$ cat src/rtl/five_point_eight_threading_adder.sv
// -----------------------------------------------------------------------------
// five_point_eight_threading_adder
//
// 4-bit carry-lookahead adder with a single registered output stage.
// Every carry is formed in parallel from the per-bit propagate/generate terms
// and Cin, so there is no ripple chain through the slice. The group
// propagate/generate terms are registered alongside the sum, so a parent can
// cascade several slices through a second-level lookahead unit.
//
// Ports
//   clk   in   1  system clock, rising edge
//   rst   in   1  synchronous reset, active-high
//   A     in   4  addend A, unsigned
//   B     in   4  addend B, unsigned
//   Cin   in   1  carry into bit 0
//   S     out  4  registered sum
//   Cout  out  1  registered carry out of bit 3
//   PG    out  1  registered group propagate
//   GG    out  1  registered group generate
// -----------------------------------------------------------------------------
module five_point_eight_threading_adder (
    input  logic       clk,
    input  logic       rst,
    input  logic [3:0] A,
    input  logic [3:0] B,
    input  logic       Cin,
    output logic [3:0] S,
    output logic       Cout,
    output logic       PG,
    output logic       GG
);

    logic [3:0] p;
    logic [3:0] g;
    logic [4:0] c;
    logic [3:0] sum_d;
    logic       pg_d;
    logic       gg_d;

    always_comb begin
        p = A ^ B;
        g = A & B;

        // Each carry is a flat sum of products; no term depends on another carry.
        c[0] = Cin;
        c[1] = g[0]
             | (p[0] & Cin);
        c[2] = g[1]
             | (p[1] & g[0])
             | (p[1] & p[0] & Cin);
        c[3] = g[2]
             | (p[2] & g[1])
             | (p[2] & p[1] & g[0])
             | (p[2] & p[1] & p[0] & Cin);
        c[4] = g[3]
             | (p[3] & g[2])
             | (p[3] & p[2] & g[1])
             | (p[3] & p[2] & p[1] & g[0])
             | (p[3] & p[2] & p[1] & p[0] & Cin);

        pg_d  = p[3] & p[2] & p[1] & p[0];
        gg_d  = g[3]
              | (p[3] & g[2])
              | (p[3] & p[2] & g[1])
              | (p[3] & p[2] & p[1] & g[0]);

        sum_d = p ^ c[3:0];
    end

    always_ff @(posedge clk) begin
        if (rst) begin
            S    <= 4'b0000;
            Cout <= 1'b0;
            PG   <= 1'b0;
            GG   <= 1'b0;
        end else begin
            S    <= sum_d;
            Cout <= c[4];
            PG   <= pg_d;
            GG   <= gg_d;
        end
    end

endmodule

$ cat config.mk
export PLATFORM = sky130hd
export DESIGN_NAME = five_point_eight_threading_adder
export DESIGN_NICKNAME = d
export VERILOG_FILES = /design/src/rtl/five_point_eight_threading_adder.sv
export SDC_FILE = /design/constraint.sdc
export NUM_CORES = 1
export LEC_CHECK = 0
export ABC_CLOCK_PERIOD_IN_PS = 1850
export BUFFER_PORTS_ARGS = -buffer_cell sky130_fd_sc_hd__buf_2
export CORE_AREA = 2 2 39 41
export DETAILED_ROUTE_END_ITERATION = 12
export DIE_AREA = 0 0 41 43
export SKIP_LAST_GASP = 1
export SYNTH_ARGS = -nofsm -noshare
export SYNTH_HDL_FRONTEND = slang
export SYNTH_SLANG_ARGS = --single-unit
$ cat constraint.sdc
create_clock -name clk -period 1.85 [get_ports clk]
set_input_delay 0.37 -clock clk [delete_from_list [all_inputs] [get_ports clk]]
set_output_delay 0.37 -clock clk [all_outputs]
set_load 0.01 [all_outputs]
==> results by stage <==
Floorplanning:
- The number of ports placed on the die boundary is 18.
- The full die area is 1760 um2.
- The core outline area is 1380 um2.
- The die is 41 um wide.
- The number of placement rows is 14.
- The starting density of the core is 25.1%.
- Measured along the y axis, the die boundary spans 43 um.

Global route:
- The number of antenna violations at the first check in global routing is 0.
- Global routing finished with a remaining overflow of 0.
- The pin count of the biggest net entering global routing is 9.
- The number of global-route vias before repair was 270.
- The wire length of the first global-routing pass is 972 um.
- The global-route usage over all layers is 9.24%.

Timing:
- The slew at the pin with the worst max-slew slack is 236 ps.
- Adding up every negative setup slack in the final design gives 0 ps.
- The maximum operating frequency is 0.763 GHz.
- Setup repair after global routing left no endpoint under its margin.
- The number of slew-limit violations in the final report was 0.
- Setup violations remaining at the end of the flow were counted as 0.
- The total count of hold-check failures in the final report is 0.
- The worst pin sits at a relative slew slack of 84.2%.
- The fraction of the cycle the final worst path needs is 70.8%.
- The worst path in the final design needs a cycle of 1310 ps, including I/O delays and setup.

Synth:
- The instance count of the mapped netlist is 36.
- The number of flip-flops and latches in the synthesized netlist is 7.
- The share of the Yosys chip area taken by registers is 40.3%.
- A synthesized cell averages 9.66 um2.
- After synthesis the cells add up to 348 um2.
- The Yosys step of the flow raised 0 warnings.
- By area the synthesized netlist is led by dfxtp_1, ha_1, a21oi_1, fa_1, inv_1.
- The share of the synthesized area in the top cell type is 40.3%.
- Of all cell types, the one taking the most synthesized area is dfxtp_1.
- When the netlist entered floorplanning its net count stood at 52.
- The netlist uses 16 different library cells.

Worst setup path:
- The worst setup path is launched from a primary input.
- The signal on the critical path passes through buf_2, ha_1, a21o_1, a21oi_1, mux2_2.
- Counting both buffers and inverters, the worst setup path holds a total of 1.
- At the worst endpoint, the arrival time is 1460 ps.
- The critical path in this run is classified as in -> reg.
- The biggest fanout along the worst timing path is 3.
- The critical path capture point type is a register.
- For this design, the slowest cell found on the critical path is mux2_2.
- In this run the worst setup path begins at A[0].
- On the worst path, the slowest cell contributes a delay of 340 ps.
- For the worst setup path, the data required time is 2000 ps.
- The largest delay contributor family on the critical path is multiplexers.

Power:
- For this design the static power due to leakage is 0.257 nW.
- The power density of the placed cells is 837 nW/um2.
- The highest ir drop seen on vdd is 0.000215 V.
- The total power consumption of the routed design is 0.401 mW.

Clock network:
- The H-tree level count is 1.
- Buffers added to address setup during post-CTS repair amount to 0.
- The post-cts sizing count is 0.
- The clock drives 7 sinks.
- The hold buffer count at CTS is 0.
- The CTS buffer count is 3.
- The clock slew at the register clock pins of the worst setup and hold paths is 60 ps.
- The number of buffers between clock root and the deepest sink is 2.
- TritonCTS built the clock tree.
- The root buffer cell chosen for the clock tree is clkbuf_4.

Route:
- The count of TritonRoute iterations in the first routing pass is 2.
- The detailed router's first-iteration violation count is 2.
- The via density per instance is 4.41.
- The total routed wirelength is 700 um.
- The detailed router placed 322 vias in this run.
- The per-cell routed wire length is 9.59 um.
- The number of nets with antenna violations after routing is 0.
- The number of remaining DRC errors is 0.

Min path:
- The worst hold path belongs to the class in -> reg.
- The launch instance of the worst min-delay path is rst.
- The worst hold endpoint is S[0].
- The number of stages on the worst hold path is 2.

Final layout:
- Compared with the post-synthesis result, the final layout area differs by 37.8%.
- The number of antenna diodes is 0.
- The final non-filler cell area is 479 um2.
- Of the cells placed in the final design, the portion with a size suffix greater than 1 is 38.6%.
- After the last flow step, the layout net total stands at 74.
- The library cells used most frequently in the layout, excluding fill and tap cells, are buf_2, dfxtp_1, inv_1.
- The most frequent standard cell in the layout excluding fill and tap cells is buf_2.
- The filler cells instantiated in the layout total 146.

Placed design:
- The half-perimeter wire length after detailed placement is 560 um.
- The total of buffers placed on input and output ports is 17.
- The cell area after placement is 453 um2.
- The final weighted congestion in routability-driven placement is 0.660.

Status:
- The run finished with clean final reports.

Job:
- The tool flagged a number of max-cap violations equal to 0.
-- power by group --
part           internal (mW)  leakage, nW  switching, mW
sequential             0.165       0.0580        0.00267
combinational         0.0428        0.184         0.0454
clock                 0.0827       0.0150         0.0621
total                  0.291        0.257          0.110
-- registers in the layout (all words and copies together), names as in the netlist --
name	flops
Cout	1
PG	1
GG	1
S	4
-- how the worst max path moves through the flow --
| stage | endpoint | cells past startpoint |
|---|---|---|
| after global routing | S[3] | 5 |
| after CTS | S[2] | 5 |
| after detailed placement | S[2] | 5 |
| final | S[2] | 5 |
| after global placement | S[2] | 5 |
| after floorplan | S[2] | 4 |
-- per-layer routing --
layer  vias up  share of wire (%)  wire (um)  track usage (%)
li1        167                  -          -                -
met4         0                2.1         15             8.00
met5         -                  0          0                0
met1       138                 42        297             9.32
met2        15                 43        304             12.2
met3         2                 12         83             6.28
-- kinds of logic after synthesis --
kind of cell	Yosys count	share of synthesized area [%]
fa+ha+maj	5	20.1
xor+xnor	1	2.52
buf+inv	5	5.40
compound gates	7	13.0
simple gates	10	15.5
mux	1	3.24
flops	7	40.3
-- cell type report --
class,instances,area (um2),area share [%]
multi-input cells,24,189,39.4
flip-flops and latches,7,140,29.2
repair buffers,17,85.1,17.8
clock buffers,4,26.3,5.48
well taps,16,20.0,4.18
inverters,5,18.8,3.92
-- cells in the mapped netlist --
cell type,count
nand3_1,2
inv_1,5
a21o_2,1
xor2_1,1
a21oi_1,4
nor2b_1,1
a21o_1,1
mux2_2,1
dfxtp_1,7
a31o_1,1
nand4_1,2
and3b_1,1
nor3_1,1
ha_1,4
nor2_1,3
fa_1,1
-- stage by stage --
stage	util, %	hold slack (ps)	instances	worst slack [ps]
global placement	32.7	632	69	304
floorplan	-	437	36	439
finish	34.6	361	73	540
CTS	34.6	361	73	547
global route	34.6	367	73	510
detailed placement	32.7	636	69	272
Note: power is estimated with default switching activity, not from simulation.
